==> src/rtl/rc_packet_ctrl.sv <==
// rc_packet_ctrl: receive-side USB packet sequencer.
// Arms the line receiver, assembles unstuffed bits into bytes, checks the PID and the data CRC16.
module rc_packet_ctrl #(
    parameter int TIMEOUT_CYCLES = 255,
    parameter int MAX_BYTES      = 64
) (
    input  logic       clk,
    input  logic       rst,
    input  logic       start_hshake,
    input  logic       start_data,
    output logic       receive_hshake,
    output logic       receive_data,
    output logic       abort,
    input  logic       got_sync,
    input  logic       eop_error,
    input  logic       bit_valid,
    input  logic       bit_in,
    input  logic       eop,
    output logic [7:0] byte_out,
    output logic       byte_valid,
    output logic [3:0] pid,
    output logic [6:0] data_len,
    output logic       done,
    output logic [2:0] status
);
    localparam int TW = $clog2(TIMEOUT_CYCLES + 1);

    localparam logic [2:0] ST_ACK       = 3'd0;
    localparam logic [2:0] ST_NAK       = 3'd1;
    localparam logic [2:0] ST_STALL     = 3'd2;
    localparam logic [2:0] ST_DATA_OK   = 3'd3;
    localparam logic [2:0] ST_TIMEOUT   = 3'd4;
    localparam logic [2:0] ST_PID_ERR   = 3'd5;
    localparam logic [2:0] ST_CRC_ERR   = 3'd6;
    localparam logic [2:0] ST_FRAME_ERR = 3'd7;

    localparam logic [15:0] CRC_RESIDUAL = 16'h800D;

    typedef enum logic [2:0] {IDLE, WAIT_SYNC, RX_PID, RX_HS, RX_DATA, FINISH} state_t;

    state_t        state_r;
    logic [TW-1:0] tmo_r;
    logic [7:0]    sr_r;
    logic [2:0]    bit_cnt_r;
    logic [7:0]    hold0_r;
    logic [7:0]    hold1_r;
    logic [1:0]    hold_cnt_r;
    logic [15:0]   crc_r;
    logic          data_mode_r;

    logic          bit_take_s;
    logic [7:0]    sr_nx_s;
    logic [2:0]    cnt_nx_s;
    logic [15:0]   crc_nx_s;
    logic          byte_done_s;
    logic          emit_s;
    logic          overflow_s;
    logic [1:0]    hold_cnt_nx_s;
    logic          fin_s;
    logic [2:0]    fin_code_s;
    logic          fin_abort_s;

    function automatic logic [15:0] crc16_step(input logic [15:0] crc, input logic b);
        crc16_step = {crc[14:0], 1'b0} ^ (((crc[15] ^ b) == 1'b1) ? 16'h8005 : 16'h0000);
    endfunction

    function automatic logic pid_accept(input logic [7:0] p, input logic dm);
        logic nib_ok;
        if (dm) begin
            nib_ok = (p[3:0] == 4'b0011) || (p[3:0] == 4'b1011);
        end else begin
            nib_ok = (p[3:0] == 4'b0010) || (p[3:0] == 4'b1010) || (p[3:0] == 4'b1110);
        end
        pid_accept = nib_ok && (p[7:4] == ~p[3:0]);
    endfunction

    function automatic logic [2:0] hs_code(input logic [3:0] p);
        case (p)
            4'b0010: hs_code = ST_ACK;
            4'b1010: hs_code = ST_NAK;
            4'b1110: hs_code = ST_STALL;
            default: hs_code = ST_PID_ERR;
        endcase
    endfunction

    // Next-bit datapath; eop_error suppresses bit processing in the same cycle
    always_comb begin
        bit_take_s = bit_valid && !eop_error;
        if (bit_take_s) begin
            sr_nx_s  = {bit_in, sr_r[7:1]};
            cnt_nx_s = bit_cnt_r + 3'd1;
            crc_nx_s = crc16_step(crc_r, bit_in);
        end else begin
            sr_nx_s  = sr_r;
            cnt_nx_s = bit_cnt_r;
            crc_nx_s = crc_r;
        end
        byte_done_s = bit_take_s && (bit_cnt_r == 3'd7);
        emit_s      = byte_done_s && (hold_cnt_r == 2'd2);
        overflow_s  = emit_s && (data_len == 7'(MAX_BYTES));
        if (byte_done_s && (hold_cnt_r != 2'd2)) begin
            hold_cnt_nx_s = hold_cnt_r + 2'd1;
        end else begin
            hold_cnt_nx_s = hold_cnt_r;
        end
    end

    // Decides whether this cycle ends the packet, and with which result
    always_comb begin
        fin_s       = 1'b0;
        fin_code_s  = ST_ACK;
        fin_abort_s = 1'b0;
        case (state_r)
            WAIT_SYNC: begin
                if (eop_error) begin
                    fin_s = 1'b1; fin_code_s = ST_FRAME_ERR; fin_abort_s = 1'b1;
                end else if (!got_sync && (tmo_r == TW'(TIMEOUT_CYCLES - 1))) begin
                    fin_s = 1'b1; fin_code_s = ST_TIMEOUT; fin_abort_s = 1'b1;
                end else begin
                    fin_s = 1'b0;
                end
            end
            RX_PID: begin
                if (eop_error || eop) begin
                    fin_s = 1'b1; fin_code_s = ST_FRAME_ERR; fin_abort_s = 1'b1;
                end else if (byte_done_s && !pid_accept(sr_nx_s, data_mode_r)) begin
                    fin_s = 1'b1; fin_code_s = ST_PID_ERR; fin_abort_s = 1'b1;
                end else begin
                    fin_s = 1'b0;
                end
            end
            RX_HS: begin
                if (eop_error || bit_valid) begin
                    fin_s = 1'b1; fin_code_s = ST_FRAME_ERR; fin_abort_s = 1'b1;
                end else if (eop) begin
                    fin_s = 1'b1; fin_code_s = hs_code(pid);
                end else begin
                    fin_s = 1'b0;
                end
            end
            RX_DATA: begin
                if (eop_error || overflow_s) begin
                    fin_s = 1'b1; fin_code_s = ST_FRAME_ERR; fin_abort_s = 1'b1;
                end else if (eop) begin
                    fin_s = 1'b1;
                    if ((cnt_nx_s != 3'd0) || (hold_cnt_nx_s != 2'd2)) begin
                        fin_code_s = ST_FRAME_ERR;
                    end else if (crc_nx_s != CRC_RESIDUAL) begin
                        fin_code_s = ST_CRC_ERR;
                    end else begin
                        fin_code_s = ST_DATA_OK;
                    end
                end else begin
                    fin_s = 1'b0;
                end
            end
            default: fin_s = 1'b0;
        endcase
    end

    // Sequencer state, datapath registers and registered outputs
    always_ff @(posedge clk or posedge rst) begin
        if (rst) begin
            state_r        <= IDLE;
            tmo_r          <= '0;
            sr_r           <= 8'd0;
            bit_cnt_r      <= 3'd0;
            hold0_r        <= 8'd0;
            hold1_r        <= 8'd0;
            hold_cnt_r     <= 2'd0;
            crc_r          <= 16'd0;
            data_mode_r    <= 1'b0;
            receive_hshake <= 1'b0;
            receive_data   <= 1'b0;
            abort          <= 1'b0;
            byte_out       <= 8'd0;
            byte_valid     <= 1'b0;
            pid            <= 4'd0;
            data_len       <= 7'd0;
            done           <= 1'b0;
            status         <= 3'd0;
        end else begin
            done       <= 1'b0;
            abort      <= 1'b0;
            byte_valid <= 1'b0;
            case (state_r)
                IDLE: begin
                    if (start_data || start_hshake) begin
                        data_mode_r    <= start_data;
                        receive_data   <= start_data;
                        receive_hshake <= ~start_data;
                        pid            <= 4'd0;
                        data_len       <= 7'd0;
                        status         <= 3'd0;
                        tmo_r          <= '0;
                        sr_r           <= 8'd0;
                        bit_cnt_r      <= 3'd0;
                        hold0_r        <= 8'd0;
                        hold1_r        <= 8'd0;
                        hold_cnt_r     <= 2'd0;
                        crc_r          <= 16'hFFFF;
                        state_r        <= WAIT_SYNC;
                    end
                end
                WAIT_SYNC: begin
                    tmo_r <= tmo_r + TW'(1);
                    if (got_sync) begin
                        state_r <= RX_PID;
                    end
                end
                RX_PID: begin
                    sr_r      <= sr_nx_s;
                    bit_cnt_r <= cnt_nx_s;
                    if (byte_done_s) begin
                        pid     <= sr_nx_s[3:0];
                        state_r <= data_mode_r ? RX_DATA : RX_HS;
                    end
                end
                RX_HS: state_r <= RX_HS;
                RX_DATA: begin
                    sr_r       <= sr_nx_s;
                    bit_cnt_r  <= cnt_nx_s;
                    crc_r      <= crc_nx_s;
                    hold_cnt_r <= hold_cnt_nx_s;
                    // The two most recent bytes stay held back: at EOP they are the CRC
                    if (byte_done_s) begin
                        if (hold_cnt_r == 2'd0) begin
                            hold0_r <= sr_nx_s;
                        end else if (hold_cnt_r == 2'd1) begin
                            hold1_r <= sr_nx_s;
                        end else if (!overflow_s) begin
                            byte_out   <= hold0_r;
                            byte_valid <= 1'b1;
                            data_len   <= data_len + 7'd1;
                            hold0_r    <= hold1_r;
                            hold1_r    <= sr_nx_s;
                        end
                    end
                end
                FINISH:  state_r <= IDLE;
                default: state_r <= IDLE;
            endcase
            if (fin_s) begin
                state_r        <= FINISH;
                status         <= fin_code_s;
                abort          <= fin_abort_s;
                done           <= 1'b1;
                receive_hshake <= 1'b0;
                receive_data   <= 1'b0;
            end
        end
    end

endmodule

==> config.mk <==
export PLATFORM = sky130hd
export DESIGN_NAME = rc_packet_ctrl
export DESIGN_NICKNAME = d
export VERILOG_FILES = /design/src/rtl/rc_packet_ctrl.sv
export SDC_FILE = /design/constraint.sdc
export NUM_CORES = 1
export LEC_CHECK = 0
export BUFFER_PORTS_ARGS = -buffer_cell sky130_fd_sc_hd__buf_2
export CAP_MARGIN = 30
export CORE_ASPECT_RATIO = 1.4
export CORE_MARGIN = 2
export CORE_UTILIZATION = 55
export DETAILED_ROUTE_END_ITERATION = 16
export PLACE_DENSITY = 0.74
export SETUP_SLACK_MARGIN = 0.1
export SYNTH_ARGS = -nofsm -noshare
export SYNTH_HDL_FRONTEND = slang
export SYNTH_SLANG_ARGS = --single-unit
==> constraint.sdc <==
create_clock -name clk -period 3.27 [get_ports clk]
set_input_delay 0 -clock clk [delete_from_list [all_inputs] [get_ports clk]]
set_output_delay 0 -clock clk [all_outputs]
set_load 0.02 [all_outputs]
==> results.md, run 1 <==
* Status: completed
* Largest delay share family, worst path: compound AO/OA/AOI/OAI gates
* Register bit count reported by yosys at 84
* Ys async rst share at 100%
* Total power per unit cell area at 637 nW/um^2
* Leakage component of the power at 0.00216 uW
* Setup slack, reg-to-reg at 630 ps
* Area growth from synthesis to layout at 10.7%
* Buffer cell driving the clock tree root: clkbuf_8
* Proportion of synthesized area in mux cells at 4.90%
* Unique cell type count in the Yosys netlist at 61
* Final min period at 2640 ps
* Most instantiated flip-flop cell in the synthesis netlist: dfrtp_1
* Top routing layer in use: met4
* Final Slew Violations at 0
* Top-Level Pins at 36
* Clock sinks at 84
* Number of synthesis warnings at 0
* Top cells by area, synth: dfrtp_1 48%, nand2_1 4.0%, o21ai_0 3.1%
* Total die area at 8630 um^2
* Critical R2R Capture: hold0_r[4]$_DFFE_PP0P_
* Area taken by flip-flops and latches at 2100 um^2
* Post-Synthesis Net Count at 445
* Clock transition at path regs at 80 ps
* Clock Skews at 9.73 ps
* Die boundary width at 79.1 um
* Total area of multi-input combinational cells at 2090 um^2
* Total met2 wirelength after detailed routing at 4.75 mm
* CP Buf/Inv Count at 1
* Share of synthesized cell area in full adder, half adder and majority cells at 2.88%
* Aggregate global routing overflow at 0
* HPWL after detailed placement at 6.95 mm
* Achievable frequency at 379 MHz
* RSZ-0062 raised after global routing: no
* Max Cap Viol at 0
* Peak VDD IR at 0.000422 V
* Worst-case setup slack after placement at 693 ps
* Row count at 38
* H-Tree Level Count at 3
* Via-to-Cell Ratio at 6.02
* Worst slew pin tran at 801 ps
* Start of the worst register-to-register path: hold_cnt_r[0]$_DFFE_PP0P_
* Required time of the worst setup path at 3530 ps
* Highest net fanout along the worst path at 16
* ANT cells at 0
* Clock buffers created by TritonCTS at 9
* Worst EP arrival at 2900 ps
* Initial Utilization at 56.3%
* Crit path cell chain: inv_1 > ha_1 > nor4bb_1 > nand4_1 > o211ai_2 > a2111oi_0 > a21o_1
* Layout Nets at 473
* Height of the chip at 109 um
* Number of instances in the synthesized netlist at 426
* Vias in the first global route at 3288
* Detailed Route WL at 9.58 mm
* Weighted congestion at the end of routability-driven global placement at 0.909
* Clk Latency, worst-skew pair at 370 ps
* Synthesized-area fraction occupied by xor and xnor cells at 2.57%
* Top cell types by occurrence after synthesis: 84 x dfrtp_1, 46 x nand2_1, 27 x o21ai_0, 21 x nor2_1, 17 x clkbuf_1
* Dominant combinational cell family by area after synthesis: compound AO/OA/AOI/OAI gates
* Count of cells along the worst hold path at 3
* Synth top area share at 48.4%
* Max Buffers Root-to-Sink at 2
* First-pass detailed-route iteration total at 7
* Endpoint of the worst hold path: data_mode_r$_DFFE_PP0P_
* Post-detailed-route count of antenna-violating nets at 0
* Number of port buffers at 35
* Worst setup margin at 629 ps
* Count of hold-fix buffers inserted at cts at 2
* Critical path's slowest cell: o211ai_2
* Origin of the worst min-delay path: start_data
* Mean instance size in the synthesized netlist at 10.2 um^2
* Routed length on met1 at 4.15 mm
* Slew headroom at 46.6%
* Sum of negative setup slack at 0 ps
* Cell with the most instances after synthesis: dfrtp_1
* Post-detailed-route DRC marker count at 0
* Dominant cell type by area after synthesis: dfrtp_1
* Met3 Wirelength at 339 um
* Fraction of layout instances using a drive strength above 1 at 16.8%
* Global-route wire length before repair at 16.0 mm
* Largest net degree at the start of global routing at 47
* CP Launch Type: flop
* Number of flops mapped to enable cells by yosys at 0
* Global router's overall resource usage at 24.1%
* Category of the most critical setup path: reg2reg
* Post-synthesis sequential area ratio at 48.4%
* Total of cells resized after clock tree synthesis at 0
* Mapped Area at 4340 um^2
* Number of antenna violations at the first check in global routing at 0
* Period Utilization, post-route at 80.8%
* Fraction of the mapped netlist area in compound gates at 19.4%
* Class of the tightest hold or removal check: in2reg
* Post-synthesis share of cell area spent on and, or, nand and nor gates at 18.3%
* Clock tree from TritonCTS: built
* Floorplan Core Area at 7700 um^2
* Depth of the worst register-to-register path at 7
* Total via count in the routed design at 3363
* Detailed router's first-iteration violation count at 250
* # setup viols final at 0
* Stage delay of the slowest cell on the critical path at 600 ps
* Fill cell total of the finished layout at 685
* Hold Vio Cnt, Final at 0
* Crit path capture type: flop
* # Post-CTS Setup Buffers at 0
* Wire length per cell at 17.1 um
==> where the power goes <==
group / leakage [uW] / internal [uW] / switching [uW]
combinational: 0.000990 / 371 / 573
sequential: 0.00107 / 1180 / 177
clock: 0.000102 / 392 / 368
==> cell type report <==
| cell class | count | area share, % |
|---|---|---|
| Tap cell | 100 | 2.61 |
| Timing Repair Buffer | 44 | 5.16 |
| Multi-Input combinational cell | 305 | 43.4 |
| Inverter | 10 | 0.808 |
| Clock inverter | 4 | 0.990 |
| Clock buffer | 12 | 3.23 |
| Sequential cell | 84 | 43.8 |
==> worst max-delay path by stage <==
stage / from / depth (start not counted) / to / slack (ps)
after floorplan: data_len[0]$_DFFE_PP0P_ / 7 / status[0]$_DFFE_PP0P_ / 990
after global placement: state_r[2]$_DFFE_PP0P_ / 5 / hold0_r[4]$_DFFE_PP0P_ / 760
after detailed placement: hold_cnt_r[0]$_DFFE_PP0P_ / 7 / hold0_r[4]$_DFFE_PP0P_ / 690
after CTS: state_r[2]$_DFFE_PP0P_ / 5 / hold0_r[4]$_DFFE_PP0P_ / 650
after global routing: hold_cnt_r[0]$_DFFE_PP0P_ / 7 / hold0_r[4]$_DFFE_PP0P_ / 350
final: hold_cnt_r[0]$_DFFE_PP0P_ / 7 / hold0_r[4]$_DFFE_PP0P_ / 630
==> per-stage QoR <==
| stage | total power, uW | hold WS, ps | instances | utilization, % | cell area, um^2 |
|---|---|---|---|---|---|
| after detailed placement | 2320 | 176 | 541 | 59.5 | 4580 |
| after floorplan | 2070 | 307 | 426 | - | 4340 |
| final | 3060 | 94.2 | 559 | 62.3 | 4800 |
| after global routing | 3260 | 105 | 559 | 62.3 | 4800 |
| after global placement | 2280 | 157 | 541 | 59.5 | 4580 |
| after CTS | 3080 | 89.0 | 559 | 62.3 | 4800 |
==> kinds of logic after synthesis <==
logic type,Yosys count
mux,20
xor+xnor,11
compound gates,115
flops,84
fa+ha+maj,10
simple gates,149
buf+inv,37
==> worst register-to-register path, stage by stage (launching register included) <==
cell,delay [ps]
dfrtp_1,450
inv_1,110
ha_1,160
nor4bb_1,530
nand4_1,340
o211ai_2,600
a2111oi_0,150
a21o_1,190
==> state kept, by name, summed over array words and instances (netlist names), 4 cells and up <==
register	count
crc_r	16
hold0_r	8
data_len	7
pid	4
tmo_r	8
hold1_r	8
byte_out	8
sr_r	8
==> metal layers <==
layer  up-vias  track usage (%)
met5         -                0
met4         0             14.2
met3        27             4.06
met2        76             39.2
met1      1637             30.1
li1       1623                -
==> layout by cell type (no fill, tap or decap), drive strengths merged, types with 3 or more instances in the layout <==
master	instances
dfrtp	84
o2111ai	3
o21a	3
inv	9
o22a	15
buf	42
nand3	15
nand3b	4
a21o	3
o21ai	27
a21oi	8
mux2i	10
o21bai	3
xor2	10
a31oi	5
nor4	4
nor3	10
nor3b	6
nor2	21
nand2b	4
nor2b	7
a22o	12
or3	5
clkinv	3
o211ai	6
ha	10
nand4	8
clkbuf	12
o31ai	16
nand2	46
mux2	10
No activity file was read; power rests on OpenSTA's default activity.
==> run 2: changes to the inputs <==
Settings changed: CORE_UTILIZATION 55 to 54, PLACE_DENSITY 0.74 to 0.76.
Clock period 3.27 ns to 2.25 ns, I/O delays scaled along.
==> run 2 against run 1 <==
Net effect:
- register-to-register slack worse by 510 ps
- clock skew down 2.5 ps
- cell count up 3.9%
- critical path depth up 1
- wire length up 5.7%
- clock power up 25%
- first-iteration DRC count up 7.6%
- hold slack worse by 81 ps
- power up 48%
- combinational power up 74%
- sequential power up 41%
- core utilization up 2.4 points
- largest cell class is now multi-input combinational cells
==> results.md, run 2 (synthesized netlist as in run 1, its figures left out) <==
* Aggregate global routing overflow at 0 (unchanged)
* Most used cells in the layout excluding fill and tap cells: 82 x dfrtp_1, 44 x nand2_1, 35 x buf_2, 28 x buf_4, 27 x o21ai_0
* Clock buffers created by TritonCTS at 9 (unchanged)
* Layout Nets at 495 (+4.7%)
* Die boundary width at 79.8 um (+0.87%)
* Switching share of power at 37.4% (+0.89 points)
* First-pass detailed-route iteration total at 5 (-2)
* ANT cells at 0 (unchanged)
* Clk Latency, worst-skew pair at 360 ps (about the same)
* Global-route wire length before repair at 16.2 mm (+0.77%)
* Initial Utilization at 55.6% (-0.69 points)
* Detailed router's first-iteration violation count at 269 (+7.6%)
* Row count at 38 (unchanged)
* Final Slew Violations at 0 (unchanged)
* Area growth from synthesis to layout at 16.4%
* RSZ-0062 raised after global routing: yes
* Fill cell total of the finished layout at 650 (-5.1%)
* Peak VDD IR at 0.000549 V (+30%)
* Comb power frac at 36.3% (+5.4 points)
* Floorplan Core Area at 7800 um^2 (+1.2%)
* Top-Level Pins at 36 (unchanged)
* Flip-flop count of the largest register after layout at 16 (unchanged)
* Sum of negative setup slack at 0 ps (unchanged)
* Leakage component of the power at 0.00225 uW (+4.3%)
* Height of the chip at 110 um (+0.89%)
* Wire length per cell at 17.4 um (+1.7%)
* Required time of the worst setup path at 2480 ps (-1050 ps)
* Setup slack, reg-to-reg at 120 ps (-510 ps)
* # setup viols final at 0 (unchanged)
* Post-detailed-route count of antenna-violating nets at 0 (unchanged)
* Power, Total at 4510 uW (+48%)
* Clock Skews at 7.22 ps (-2.51 ps)
* Category of the most critical setup path: reg2reg
* Start of the worst register-to-register path: bit_cnt_r[1]$_DFFE_PP0P_
* Reg with most FFs: crc_r
* Relative contribution of the clock network to total power at 21.1% (-3.7 points)
* Largest net degree at the start of global routing at 85 (+81%)
* Highest net fanout along the worst path at 6 (-10)
* Total via count in the routed design at 3554 (+5.7%)
* Weighted congestion at the end of routability-driven global placement at 0.898 (-1.3%)
* Total die area at 8780 um^2 (+1.8%)
* Cell-internal power at 2830 uW (+45%)
* Class of the tightest hold or removal check: in2reg
* H-Tree Level Count at 3 (unchanged)
* Worst slew pin tran at 734 ps (-67.0 ps)
* Post-detailed-route DRC marker count at 0 (unchanged)
* Most common cell after layout, fill and taps aside: dfrtp_1
* Max Cap Viol at 0 (unchanged)
* Net load switching power at 1690 uW (+51%)
* Total power per unit cell area at 894 nW/um^2 (+40%)
* Total area of multi-input combinational cells at 2180 um^2 (+4.3%)
* Clock transition at path regs at 80 ps (about the same)
* Crit path from: bit_cnt_r[1]$_DFFE_PP0P_
* Clock tree from TritonCTS: built
* CP Launch Type: flop
* Area taken by flip-flops and latches at 2100 um^2 (+0.12%)
* Global router's overall resource usage at 24.0% (-0.093 points)
* Clock sinks at 84 (unchanged)
* Part of the power in registers at 42.6% (-1.7 points)
* Slew headroom at 50.9% (+4.3 points)
* Buffer cell driving the clock tree root: clkbuf_8
* Worst EP arrival at 2350 ps (-550 ps)
* HPWL after detailed placement at 7.10 mm (+2.1%)
* Fraction of layout instances using a drive strength above 1 at 23.9% (+7.1 points)
* Status: completed
* Crit path capture type: flop
* Origin of the worst min-delay path: bit_in
* Number of port buffers at 35 (unchanged)
* Period Utilization, post-route at 94.6% (+14 points)
* Vias in the first global route at 3343 (+1.7%)
* Number of antenna violations at the first check in global routing at 0 (unchanged)
* Achievable frequency at 470 MHz (+24%)
* Final min period at 2130 ps (-514 ps)
* Detailed Route WL at 10.1 mm (+5.7%)
* Via-to-Cell Ratio at 6.12 (+1.7%)
* Hold Vio Cnt, Final at 0 (unchanged)
* Max Buffers Root-to-Sink at 2 (unchanged)
==> run 2: path summary, 6_finish.rpt <==
path / to / cells past startpoint
worst max-delay path: status[0]$_DFFE_PP0P_ / 8
worst min-delay path: sr_r[7]$_DFFE_PP0P_ / 2
worst max register to register: status[0]$_DFFE_PP0P_ / 8
worst min register to register: hold0_r[6]$_DFFE_PP0P_ / 2
max in group asynchronous: state_r[0]$_DFFE_PP0P_ / 4
min in group asynchronous: hold0_r[0]$_DFFE_PP0P_ / 4
==> run 2: repair_timing <==
item | 4_1_cts | 5_1_grt
hold buffers | 1 | 0
pin swaps | 0 | 7
endpoints found under the hold margin | 84 | 0
buffers inserted | 3 | 4
setup endpoints to repair | 1 | 29
gates resized for setup | 1 | 14
==> run 2: power groups by stage <==
| stage | Clock (uW) | Sequential [uW] | Combinational (uW) |
|---|---|---|---|
| global placement | 0 | 1930 | 1520 |
| floorplan | 0 | 1950 | 1070 |
| finish | 951 | 1920 | 1640 |
| detailed placement | 0 | 1950 | 1550 |
| global route | 1040 | 1950 | 1800 |
| CTS | 967 | 1920 | 1580 |
==> run 2: critical path, cell delays in order (launching register included) <==
cell and delay (ps):
dfrtp_1 390, ha_2 210, ha_4 160, and3b_1 240, nand4_1 130, o21a_1 200
buf_4 130, nor3_1 40, or4b_1 500
==> run 2: layout make-up <==
type / count / share of cell area, %
multi-input combinational: 305 / 43.1
sequential: 84 / 41.7
timing repair buffer: 66 / 8.62
clock buffer: 11 / 2.80
tap: 100 / 2.48
inverter: 10 / 0.817
clock inverter: 5 / 0.545
==> run 2: per-stage QoR <==
stage               hold WS (ps)  utilization, %  area (um^2)  std cells  worst slack, ps
global placement             154            61.0         4750        557              174
global route                22.8            64.8         5050        581             56.6
CTS                         3.89            63.7         4960        577              105
detailed placement           166            61.0         4750        557             61.0
floorplan                    258               -         4370        426              103
finish                      12.9            64.8         5050        581              123
==> run 2: routing by layer <==
metal  part of all wire, %  vias up  GRT usage (%)
met5                     0        -              0
met4                   1.8        0           9.44
met3                   3.9       15           4.80
met2                    52       94           41.5
met1                    43     1771           29.5
li1                      -     1674              -
==> run 3: changes to the inputs <==
Settings changed: BUFFER_PORTS_ARGS -buffer_cell sky130_fd_sc_hd__buf_2 to default, CELL_PAD_IN_SITES_DETAIL_PLACEMENT from default to 1, CELL_PAD_IN_SITES_GLOBAL_PLACEMENT from default to 2, CORE_UTILIZATION 54 to 37, DONT_BUFFER_PORTS from default to 1, PLACE_DENSITY 0.76 to 0.75.
Clock period 2.25 ns to 1.7 ns, I/O delays scaled along.
==> run 3 against run 2 <==
Net effect:
- the run now ends with negative setup slack left
- core utilization fell by 7.8 points
- count of clock-buffer cells in the layout fell by 1
- worst setup slack got worse by 530 ps
- cell area rose by 29%
- clock skew rose by 2.9 ps
- largest power group is now combinational logic
- die area rose by 44%
- combinational power rose by 140%
- first-iteration DRC count fell by 47%
- sequential share of layout area fell by 9.3 points
==> results.md, run 3 (synthesized netlist as in run 1, its figures left out) <==
* Floorplan Core Area at 11400 um^2 (+46%)
* Wire length per cell at 21.4 um (+23%)
* Crit path cell chain: ha_4 > ha_4 > and3b_2 > nand4_1 > o21a_1 > mux2i_1 > or4b_1
* Post-detailed-route count of antenna-violating nets at 0 (unchanged)
* Weighted congestion at the end of routability-driven global placement at 0.852 (-5.1%)
* Critical path's slowest cell: or4b_1
* Area growth from synthesis to layout at 49.8%
* Violated checks: negative setup slack
* Detailed router's first-iteration violation count at 142 (-47%)
* Largest net degree at the start of global routing at 85 (unchanged)
* Buffer cell driving the clock tree root: clkbuf_16
* Required time of the worst setup path at 1910 ps (-570 ps)
* Achievable frequency at 475 MHz (+1.1%)
* Reg with most FFs: crc_r
* GR met2 Demand/Resource at 40.4% (-1.1 points)
* Origin of the worst min-delay path: eop_error
* Row count at 46 (+21%)
* Final instance area at 6500 um^2 (+29%)
* Layout Nets at 568 (+15%)
* Post-detailed-route DRC marker count at 0 (unchanged)
* # setup viols final at 73 (+73)
* Die boundary width at 95.5 um (+20%)
* Clock buffers created by TritonCTS at 9 (unchanged)
* Highest net fanout along the worst path at 4 (-2)
* Status: finished, violations left
* Worst EP arrival at 2320 ps (-30 ps)
* Final Slew Violations at 0 (unchanged)
* Grt met1 use at 26.4% (-3.1 points)
* ANT cells at 0 (unchanged)
* Top-Level Pins at 36 (unchanged)
* Most frequent CP cell: ha_4
* Routing usage on met3 at 4.23% (-0.57 points)
* Most used cells in the layout excluding fill and tap cells: 96 x buf_4, 82 x dfrtp_1, 40 x nand2_1, 29 x buf_6, 18 x nor2_1
* Slew headroom at 65.5% (+15 points)
* Total via count in the routed design at 3980 (+12%)
* Number of port buffers at 0 (-100%)
* Most common cell after layout, fill and taps aside: buf_4
* Max Buffers Root-to-Sink at 2 (unchanged)
* Initial Utilization at 38.1% (-18 points)
* Detailed Route WL at 14.9 mm (+47%)
* Class of the tightest hold or removal check: in2reg
* Total die area at 12600 um^2 (+44%)
* Flip-flop count of the largest register after layout at 16 (unchanged)
* Clock Skews at 10.2 ps (+2.94 ps)
* Start of the worst register-to-register path: bit_cnt_r[0]$_DFFE_PP0P_
* Hold Vio Cnt, Final at 0 (unchanged)
* Global-route wire length before repair at 22.0 mm (+36%)
* Crit path capture type: flop
* H-Tree Level Count at 3 (unchanged)
* Max Cap Viol at 0 (unchanged)
* Aggregate global routing overflow at 0 (unchanged)
* CP Launch Type: flop
* RSZ-0062 raised after global routing: yes
* Period Utilization, post-route at 124% (+29 points)
* Clk Latency, worst-skew pair at 340 ps (-20 ps)
* Worst setup margin at -405 ps (-527 ps)
* Height of the chip at 132 um (+20%)
* Fraction of layout instances using a drive strength above 1 at 41.9% (+18 points)
* Number of antenna violations at the first check in global routing at 0 (unchanged)
* Worst Hold Slack at 23.6 ps (+10.7 ps)
* Final min period at 2100 ps (-22.7 ps)
* Gr busiest metal: met2
* Clock transition at path regs at 70 ps (about the same)
* Category of the most critical setup path: reg2reg
* HPWL after detailed placement at 9.04 mm (+27%)
* Total power per unit cell area at 1310 nW/um^2 (+46%)
* Clock tree from TritonCTS: built
* Worst slew pin tran at 503 ps (-230 ps)
* Via-to-Cell Ratio at 5.70 (-6.8%)
* Stage delay of the slowest cell on the critical path at 450 ps (-50 ps)
* First-pass detailed-route iteration total at 4 (-1)
* Clock sinks at 84 (unchanged)
* Power, Total at 8490 uW (+88%)
* Placed cell areas at 5310 um^2 (+12%)
* Vias in the first global route at 4200 (+26%)
* Global router's overall resource usage at 22.5% (-1.5 points)
* Leakage component of the power at 0.00290 uW (+29%)
* Crit path from: bit_cnt_r[0]$_DFFE_PP0P_
* Peak VDD IR at 0.000620 V (+13%)
==> run 3: changes by cell type in the layout (fill, tap and decap cells not counted), moves of 10 or more <==
cell / change
o21ai_0: -13
buf_6: +29
buf_4: +68
buf_2: -35
clkbuf_8: -10
==> run 3: layout make-up <==
class / count / area [um^2]
Sequential cell: 84 / 2100
Clock inverter: 6 / 65.1
Fill cell: 1201 / 4900
Clock buffer: 10 / 229
Tap cell: 144 / 180
Inverter: 10 / 41.3
Timing Repair Buffer: 138 / 1290
Multi-Input combinational cell: 306 / 2590
==> run 3: worst paths after layout <==
check / to / slack (ps) / cells past startpoint
worst min register to register: hold1_r[6]$_DFFE_PP0P_ / 480 / 2
min in group asynchronous: byte_out[0]$_DFFE_PP0P_ / 240 / 3
worst max-delay path: status[0]$_DFFE_PP0P_ / -400 / 7
worst min-delay path: hold_cnt_r[0]$_DFFE_PP0P_ / 20 / 4
worst max register to register: status[0]$_DFFE_PP0P_ / -400 / 7
max in group asynchronous: hold_cnt_r[0]$_DFFE_PP0P_ / 1040 / 3
==> run 3: routing by layer <==
| layer | vias up | share of wire (%) |
|---|---|---|
| met1 | 2049 | 39 |
| met4 | 0 | 2.6 |
| met3 | 23 | 3.6 |
| met2 | 75 | 55 |
| li1 | 1833 | - |
| met5 | - | 0 |
==> run 3: where the power goes <==
| part | leakage, uW | total, uW | switching [uW] | internal, uW |
|---|---|---|---|---|
| Sequential | 0.00106 | 2600 | 331 | 2270 |
| Clock | 0.000142 | 1980 | 843 | 1140 |
| Combinational | 0.00170 | 3910 | 1910 | 1990 |
==> run 3: critical path: cells and delay by family (launching register included) <==
family                   cells  cell delay (ps)
AO/OA/AOI/OAI                1              200
adder cells (fa/ha/maj)      2              350
flip-flops                   1              420
multiplexers                 1              190
AND/OR/NAND/NOR              3              820
==> run 3: timing repair <==
item	in CTS	in global routing
pin swaps	23	31
gates cloned	4	0
hold buffers	2	0
buffers inserted	17	17
setup endpoints to repair	74	84
endpoints found under the hold margin	86	0
gates resized for setup	65	60
==> run 3: per-stage QoR <==
| step | instances | setup slack [ps] | utilization [%] | setup TNS [ps] |
|---|---|---|---|---|
| floorplan | 426 | -439 | - | -5820 |
| global placement | 642 | -366 | 46.6 | -10640 |
| detailed placement | 642 | -484 | 46.6 | -13710 |
| CTS | 681 | -356 | 53.8 | -9610 |
| global route | 698 | -469 | 57.0 | -19690 |
| finish | 698 | -405 | 57.0 | -14430 |
